File: config.mk
export PLATFORM = sky130hd
export DESIGN_NAME = branch_snapshot_ctrl
export DESIGN_NICKNAME = d
export VERILOG_FILES = /design/src/rtl/branch_snapshot_ctrl.sv
export SDC_FILE = /design/constraint.sdc
export NUM_CORES = 1
export LEC_CHECK = 0
export ABC_AREA = 1
export CORE_MARGIN = 5
export CORE_UTILIZATION = 49
export DETAILED_ROUTE_END_ITERATION = 12
export GPL_ROUTABILITY_DRIVEN = 0
export PLACE_DENSITY = 0.7
export SLEW_MARGIN = 20
export SYNTH_ARGS = -nofsm -noshare
export SYNTH_HDL_FRONTEND = slang
export SYNTH_SLANG_ARGS = --single-unit
File: constraint.sdc
create_clock -name clk -period 2.92 [get_ports clk]
set_input_delay 0.584 -clock clk [delete_from_list [all_inputs] [get_ports clk]]
set_output_delay 0.584 -clock clk [all_outputs]
set_load 0.02 [all_outputs]
File: src/rtl/branch_snapshot_ctrl.sv
// Branch checkpoint controller: snapshots the register busy vector per renamed branch,
// keeps live snapshots current with commit-time frees, and restores on a mispredict.
module branch_snapshot_ctrl #(
   parameter int unsigned WIDTH = 31,
   parameter int unsigned REG   = 4,
   parameter int unsigned ROB   = 2,
   parameter int unsigned SIDX  = 1
) (
   input  logic             clk,
   input  logic             globalReset,
   input  logic             branchRename,
   input  logic [ROB:0]     branchROB,
   input  logic [WIDTH:0]   regStatusSnap,
   input  logic             freeValid,
   input  logic [REG:0]     freeReg,
   input  logic             validCommit,
   input  logic [ROB:0]     commitROB,
   input  logic             mispredict,
   output logic             snapGrant,
   output logic             snapFull,
   output logic             restoreValid,
   output logic [WIDTH:0]   statusRestore,
   output logic [SIDX+1:0]  snapCount
);

   localparam int unsigned    Depth      = 2 ** (SIDX + 1);
   localparam logic [SIDX+1:0] DepthCount = (SIDX + 2)'(Depth);

   logic [Depth-1:0] valid_q, valid_d;
   logic [ROB:0]     tag_q [Depth];
   logic [ROB:0]     tag_d [Depth];
   logic [WIDTH:0]   vec_q [Depth];
   logic [WIDTH:0]   vec_d [Depth];
   logic [SIDX:0]    head_q, head_d;
   logic [SIDX:0]    tail_q, tail_d;
   logic [SIDX+1:0]  count_q, count_d;
   logic             full_q, full_d;

   logic             head_hit;
   logic             pop;
   logic             grant;
   logic             restore;
   logic [WIDTH:0]   free_mask;

   // Register freed this cycle; applied to stored, captured and restored vectors alike.
   always_comb begin
      free_mask = '1;
      if (freeValid) begin
         free_mask[freeReg] = 1'b0;
      end
   end

   assign head_hit = validCommit & valid_q[head_q] & (commitROB == tag_q[head_q]);
   assign restore  = head_hit & mispredict & ~globalReset;
   assign pop      = head_hit & ~mispredict;
   // Fullness is the registered view only; a same-cycle pop does not free a slot.
   assign grant    = branchRename & ~full_q & ~restore & ~globalReset;

   assign snapGrant     = grant;
   assign restoreValid  = restore;
   assign statusRestore = restore ? (vec_q[head_q] & free_mask) : '0;
   assign snapFull      = full_q;
   assign snapCount     = count_q;

   always_comb begin
      valid_d = valid_q;
      tag_d   = tag_q;
      vec_d   = vec_q;
      head_d  = head_q;
      tail_d  = tail_q;
      count_d = count_q + {{(SIDX + 1){1'b0}}, grant} - {{(SIDX + 1){1'b0}}, pop};

      for (int unsigned i = 0; i < Depth; i++) begin
         if (valid_q[i]) begin
            vec_d[i] = vec_q[i] & free_mask;
         end
      end

      if (restore) begin
         valid_d = '0;
         head_d  = '0;
         tail_d  = '0;
         count_d = '0;
      end else begin
         // Grant and pop never hit the same slot: grant needs a non-full buffer and
         // pop a non-empty one, so head and tail differ whenever both fire.
         if (pop) begin
            valid_d[head_q] = 1'b0;
            head_d          = head_q + 1'b1;
         end
         if (grant) begin
            valid_d[tail_q] = 1'b1;
            tag_d[tail_q]   = branchROB;
            vec_d[tail_q]   = regStatusSnap & free_mask;
            tail_d          = tail_q + 1'b1;
         end
      end

      full_d = (count_d == DepthCount);
   end

   always_ff @(posedge clk) begin
      if (globalReset) begin
         valid_q <= '0;
         head_q  <= '0;
         tail_q  <= '0;
         count_q <= '0;
         full_q  <= 1'b0;
         for (int unsigned i = 0; i < Depth; i++) begin
            tag_q[i] <= '0;
            vec_q[i] <= '0;
         end
      end else begin
         valid_q <= valid_d;
         head_q  <= head_d;
         tail_q  <= tail_d;
         count_q <= count_d;
         full_q  <= full_d;
         for (int unsigned i = 0; i < Depth; i++) begin
            tag_q[i] <= tag_d[i];
            vec_q[i] <= vec_d[i];
         end
      end
   end

endmodule

### Yosys cells after proc, flatten, opt, wreduce, memory -nomap -nowiden

Cells that the tools add are included.

| storage, ports and cells | value |
|---|---|
| register bits | 152 |
| output and inout bits | 38 |
| logic and storage cells | 90 |

| cells by class | value |
|---|---|
| add/sub/neg operators | 4 |
| magnitude comparators | 9 |
| eq/ne operators | 2 |
| mux-type cells | 32 |
| bitwise gates (word level) | 24 |
| reduce and logical (&&, ||, !) cells | 6 |

Operator list:

| cell | number |
|---|---|
| $mux 32 | 9 |
| $mux 128 | 2 |
| $and 32x32->32 | 6 |
| $bwmux 128 | 1 |
| $bmux 32 s2 | 1 |
| $demux 32 s2 | 1 |
| $not 32->32 | 1 |
| $bwmux 12 | 1 |
| $mux 3 | 4 |
| $mux 4 | 3 |
| $and 1x1->1 | 8 |
| $bmux 3 s2 | 1 |
| $demux 3 s2 | 1 |
| $ge 3x3->1 const B | 2 |
| $lt 2x3->1 const B | 2 |
| $lt 5x6->1 const B | 1 |
| $not 2->3 | 2 |
| $demux 1 s5 | 1 |
| $ge 5x1->1 const B | 1 |
| $add 2x1->2 const B | 2 |
| $and 4x4->4 | 1 |
| $demux 1 s2 | 2 |
| $ge 2x1->1 const B | 2 |
| $logic_and 1x1->1 | 4 |
| other kinds (12) | 18 |

### Depth between registers and ports, before layout

| depth | value |
|---|---|
| word-level depth | 15 |
| mapped depth | 18 |
| mapped depth without buffers | 17 |

### Least setup slack after synthesis

Ideal clock, no wire load.

| timing | value |
|---|---|
| kind | register to register |
| from | register head_q[1] |
| to | register full_q (netlist: snapFull) |
| data arrival time | 2.414 ns |
| required time | 2.805 ns |
| setup slack | 0.391 ns |
| stages on the path, launching flop included | 16 |
| path through | dfxtp_1 buf_6 inv_2 buf_6 nand3_2 nand2_1 nand2_1 nand2_1 nor2_2 nand3_2 nand3_2 clkinv_1 ha_1 inv_1 fa_1 and3_1 |

| between the ends | value |
|---|---|
| word-level cells in the longest chain between the ends | 15 |
| elaborated cells between the ends (all ways) | 19 |

RTL lines:

| what | RTL line | source |
|---|---|---|
| start: declaration | 34 | `logic [SIDX:0] head_q, head_d;` |
| start signal: assignment | 105 | `head_q <= '0;` |
| start signal: assignment | 115 | `head_q <= head_d;` |
| $not 2->3 (implied by the code) | 53 | `assign head_hit = validCommit & valid_q[head_q] & (commitROB == tag_q[head_q]);` |
| $bmux 3 s2 | 53 |  |
| $mux 3 (implied by the code) (2 in a row) | 53 |  |
| $eq 3x3->1 | 53 |  |
| $and 1x1->1 * | 53 |  |
| $and 1x1->1 * (2 in a row) | 54 | `assign restore = head_hit & mispredict & ~globalReset;` |
| $not 1->1 (no source line) * | - |  |
| $and 1x1->1 * (2 in a row) | 57 | `assign grant = branchRename & ~full_q & ~restore & ~globalReset;` |
| named net snapGrant | 19 | `output logic snapGrant,` |
| $add 3x1->3 * | 71 | `count_d = count_q + {{(SIDX + 1){1'b0}}, grant} - {{(SIDX + 1){1'b0}}, pop};` |
| $sub 3x1->3 * | 71 |  |
| $mux 3 * | 79 | `if (restore) begin` |
| $eq 3x3->1 * | 99 | `full_d = (count_d == DepthCount);` |
| end signal: assignment | 118 | `full_q <= full_d;` |
| end: declaration | 37 | `logic full_q, full_d;` |

The timed path passes the listed nets; every way through them passes the cells marked *. The select of a mux whose other input is x is not followed.
A chain may end at the register's enable or synchronous reset.

### Worst setup path in the final report

| timing | value |
|---|---|
| from | register head_q[0] |
| to | output statusRestore[2] |

| between the ends | value |
|---|---|
| word-level cells in the longest chain between the ends | 9 |
| elaborated cells between the ends (all ways) | 16 |

RTL lines:

| what | RTL line | source |
|---|---|---|
| $not 2->3 (implied by the code) | 53, 61 |  |
| $bmux 3 s2 | 53 |  |
| $mux 3 (implied by the code) (2 in a row) | 53 |  |
| $eq 3x3->1 | 53 |  |
| $and 1x1->1 | 53 |  |
| $and 1x1->1 (2 in a row) | 54 |  |
| $mux 32 * | 61 | `assign statusRestore = restore ? (vec_q[head_q] & free_mask) : '0;` |
| end: declaration | 22 | `output logic [WIDTH:0] statusRestore,` |

Every way passes the cells marked *; elsewhere a longest branch is shown, timed or not. The select of a mux whose other input is x is not followed.

==> impl_table.tex <==
\begin{tabular}{lr}
\hline
Metric & Value \\
\hline
\multicolumn{2}{l}{\textbf{CTS}} \\
\quad Worst-skew pair later-pin latency & approximately 430 ps \\
\quad TritonCTS Buffers & 17 \\
\quad Number of buffers inserted for hold repair after clock tree synthesis & 0 \\
\quad Clk sink count & about 150 \\
\quad Clock transition at the registers of the reported paths & 60 ps \\
\quad Largest buffer count on any clock path & 2 \\
\quad H-tree lvl count & 4 \\
\quad Clk Tree Root Cell & sky130\_fd\_sc\_hd\_\_clkbuf\_16 \\
\quad TritonCTS clock tree & built \\
\multicolumn{2}{l}{\textbf{Cells and area}} \\
\quad Cell area after layout & about 0.012 sq mm \\
\quad Utilization after layout & 0.619 \\
\quad N\_diodes & 0 \\
\quad Final cell count without fillers & 1885 \\
\quad Area grow syn2layout & 24.9\% \\
\quad Share of cells above drive strength 1 & 0.151 \\
\quad Filler Cells Inserted & about 1800 \\
\quad Post-layout nets & around 1700 \\
\multicolumn{2}{l}{\textbf{Pwr}} \\
\quad Pleak & between 4 and 5 nW \\
\quad Power spent charging and discharging nets & 1.66 mW \\
\quad Internal Pwr Total & $\sim$4.0 mW \\
\quad VDD IR max & 0.404 mV \\
\quad Total Power Consumption & between 5 and 6 mW \\
\quad Switching fraction of total power & 0.292 \\
\quad Sequential group share of total power & 0.386 \\
\quad Power share of the combinational group & 0.188 \\
\quad Part of the total power dissipated in the clock network & 0.426 \\
\quad Total power divided by cell area & around 480 mW/mm\^{}2 \\
\multicolumn{2}{l}{\textbf{Setup path}} \\
\quad Crit-path slowest cell & sky130\_fd\_sc\_hd\_\_dfxtp\_4 \\
\quad Setup slack on the worst flop-to-flop path & $\sim$250 ps \\
\quad CP Cell Sequence & inv\_6 > buf\_4 > nand2\_1 > nand3\_1 > nand2\_1 > nand3\_1 > nor2\_2 > nand2\_2 > inv\_2 > nand3\_4 > clkbuf\_16 > a211oi\_2 > buf\_2 \\
\quad Critical path launch point type & register \\
\quad Largest fanout on the critical path & 9 \\
\quad Slowest cell delay on critical path & 390 ps \\
\quad Critical Setup Path Class & register to output pin \\
\quad Data required time at the worst endpoint & 2340 ps \\
\quad Worst EP arrival & about 2300 ps \\
\quad Critical Path End Type & output pin \\
\multicolumn{2}{l}{\textbf{GRT}} \\
\quad Global-route wire length before repair & approximately 54000 um \\
\quad Global-route total usage across every layer & 0.302 \\
\quad Vias in the first global route & roughly 10000 \\
\quad Largest net degree at the start of global routing & about 150 \\
\quad Number of antenna violations at the first check in global routing & 0 \\
\quad Total congestion overflow & 0 \\
\multicolumn{2}{l}{\textbf{STA}} \\
\quad Final worst path period share & 0.974 \\
\quad Final setup TNS & 0 ps \\
\quad Final count of pins violating max slew & 0 \\
\quad Unrepaired setup endpoints after global routing & yes \\
\quad Finish-stage setup viols & 0 \\
\quad Slew @ Worst Pin & 1080 ps \\
\quad Minimum hold slack & 513 ps \\
\quad Fin. Hold Viols & 0 \\
\quad Final worst setup slack & 74.9 ps \\
\quad Worst-case clock skew & about 9.1 ps \\
\quad Fmax achieved & roughly 0.35 GHz \\
\quad Min Tclk post-route & roughly 2800 ps \\
\quad Remaining max-slew budget at the tightest pin & 0.282 \\
\multicolumn{2}{l}{\textbf{Logic synthesis}} \\
\quad Number of flops mapped to enable cells by yosys & 0 \\
\quad Area share of fa/ha/maj cells after synthesis & 0.0151 \\
\quad Number of library cell types mapped by synthesis & 35 \\
\quad Multiplexer fraction of the synthesized cell area & 0 \\
\quad Synthesized cell area & roughly 0.0096 sq mm \\
\quad Post-synthesis cell type with the largest combined area & sky130\_fd\_sc\_hd\_\_dfxtp\_1 \\
\quad Fraction of registers with async set or reset after synthesis & 0 \\
\quad Main combinational cell family by area after synthesis & compound AO/OA/AOI/OAI gates \\
\quad Mapped Avg Cell Area & 6.41 sq um \\
\quad Leading cell type by number of instances after synthesis & sky130\_fd\_sc\_hd\_\_nand2\_1 \\
\quad Share of the synthesized area in the top cell type & 0.317 \\
\quad Sequential-to-total area share from yosys stat & 0.317 \\
\quad Primary FF master, synth & sky130\_fd\_sc\_hd\_\_dfxtp\_1 \\
\quad Post-Syn Nets & roughly 1600 \\
\quad Post-Synth XOR/XNOR Area & 0.00183 \\
\quad Synth top cells by count & sky130\_fd\_sc\_hd\_\_nand2\_1, sky130\_fd\_sc\_hd\_\_o21ai\_0, sky130\_fd\_sc\_hd\_\_dfxtp\_1 \\
\quad Post-Synthesis Cells & $\sim$1500 \\
\quad Post-Synth Simple-Gate Area & 0.272 \\
\quad Synthesized-area fraction occupied by ao, oa, aoi and oai cells & 0.274 \\
\quad Top cells by area in the synthesized netlist & sky130\_fd\_sc\_hd\_\_dfxtp\_1, sky130\_fd\_sc\_hd\_\_o21ai\_0, sky130\_fd\_sc\_hd\_\_nand2\_1, sky130\_fd\_sc\_hd\_\_a21oi\_1, sky130\_fd\_sc\_hd\_\_nand4\_1 \\
\quad Post-synthesis sequential element count & $\sim$150 \\
\quad Synth warnings & 0 \\
\multicolumn{2}{l}{\textbf{Hold path}} \\
\quad Type of the tightest min-delay check & register to register \\
\multicolumn{2}{l}{\textbf{Detailed routing}} \\
\quad Remaining routing DRC violations & 0 \\
\quad Wire per inst & between 15 and 20 um \\
\quad Final WL & 34900 um \\
\quad Detailed Routing Iterations Pass 1 & 7 \\
\quad Count of vias placed by the detailed router & around 11000 \\
\quad Via density & 5.91 \\
\quad Drt first-iter violations & 1601 \\
\quad Remaining antenna violation count after routing & 0 \\
\multicolumn{2}{l}{\textbf{Floorplan}} \\
\quad Number of ports placed on the die boundary & between 80 and 90 \\
\quad Chip Height & around 150 um \\
\quad Effective utilization at floorplan & 0.496 \\
\quad Num rows & slightly above 50 \\
\quad Floorplan die area & 0.0225 sq mm \\
\quad CORE AREA & approximately 0.019 sq mm \\
\quad Overall die width & between 100 and 150 um \\
\multicolumn{2}{l}{\textbf{Outcome}} \\
\quad Result of the run & completed \\
\multicolumn{2}{l}{\textbf{Placement}} \\
\quad Area after DPL & about 0.011 sq mm \\
\quad Count of port buffers added during placement & 86 \\
\quad Cells after DPL & $\sim$1900 \\
\quad Post-detail-place hpwl & roughly 21000 um \\
\quad Post-placement worst setup slack & -448 ps \\
\multicolumn{2}{l}{\textbf{Run}} \\
\quad Max-cap violations & 0 \\
\hline
\end{tabular}
## layer usage
metal	track usage	part of all wire
met4	0.134	0.035
met1	0.399	0.41
met3	0.0397	0.091
met2	0.494	0.47
met5	0	0
## logic make-up after synthesis
kind of cell,after synthesis
compound gates,492
flops,152
fa+ha+maj,11
buf+inv,268
simple gates,570
xor+xnor,2
## sequential cells by signal, indices dropped and copies added, names as in the netlist
signal,flops
head_q,2
snapCount,3
snapFull,1
tag_q,12
tail_q,2
valid_q,4
vec_q,128
## timing repair
action | in CTS | in global routing
gates resized for setup | 131 | 62
pin swaps | 0 | 1
setup endpoints to repair | 35 | 35
gates cloned | 0 | 1
setup buffers | 0 | 1
## critical path: cells and delay by family (launching register included)
| family | cells | cell delay, ps |
|---|---|---|
| AOI/OAI and AO/OA | 1 | 160 |
| DFF | 1 | 390 |
| and+or+nand+nor | 7 | 590 |
| buffers and inverters | 5 | 690 |
## cells in the final DEF, fill, tap and decap left out, types with 6 or more instances in the layout
cell | netlist | layout
sky130_fd_sc_hd__a211oi_2 | 0 | 13
sky130_fd_sc_hd__a21boi_0 | 38 | 38
sky130_fd_sc_hd__a21oi_1 | 143 | 143
sky130_fd_sc_hd__buf_12 | 0 | 7
sky130_fd_sc_hd__buf_2 | 16 | 18
sky130_fd_sc_hd__buf_4 | 11 | 127
sky130_fd_sc_hd__buf_6 | 10 | 7
sky130_fd_sc_hd__clkbuf_16 | 0 | 18
sky130_fd_sc_hd__clkdlybuf4s50_1 | 0 | 51
sky130_fd_sc_hd__dfxtp_1 | 152 | 150
sky130_fd_sc_hd__ha_1 | 10 | 10
sky130_fd_sc_hd__inv_1 | 135 | 134
sky130_fd_sc_hd__nand2_1 | 283 | 281
sky130_fd_sc_hd__nand3_1 | 52 | 49
sky130_fd_sc_hd__nand3b_1 | 17 | 17
sky130_fd_sc_hd__nand4_1 | 93 | 93
sky130_fd_sc_hd__nor2_1 | 104 | 96
sky130_fd_sc_hd__nor2_2 | 2 | 6
sky130_fd_sc_hd__o21a_1 | 7 | 7
sky130_fd_sc_hd__o21ai_0 | 239 | 239
sky130_fd_sc_hd__o21ai_1 | 33 | 33
sky130_fd_sc_hd__o22ai_1 | 19 | 19
## final cells by class
type                    count  area (sq um)  area share
repair buffers            220          1870       0.156
flip-flops and latches    152          3050       0.255
clock buffers              19           433      0.0362
multi-input cells        1075          5550       0.464
inverters                 142           541      0.0451
clock inverters            12           199      0.0166
well taps                 265           332      0.0277
## power by group through the flow
stage	Clock [mW]	Sequential [mW]	Combinational, mW
global route	2.52	2.21	1.15
floorplan	0	2.25	0.611
global placement	0	2.24	1.01
detailed placement	0	2.24	1.03
finish	2.43	2.20	1.07
CTS	2.44	2.20	1.03
## worst paths after layout
check,from,end,cells past startpoint
worst max-delay path,head_q[0],statusRestore[2],13
worst min-delay path,tag_q[2],tag_q[2],4
worst max register to register,head_q[0],snapFull,18
worst min register to register,tag_q[2],tag_q[2],4
(Power assumes the default switching activity.)
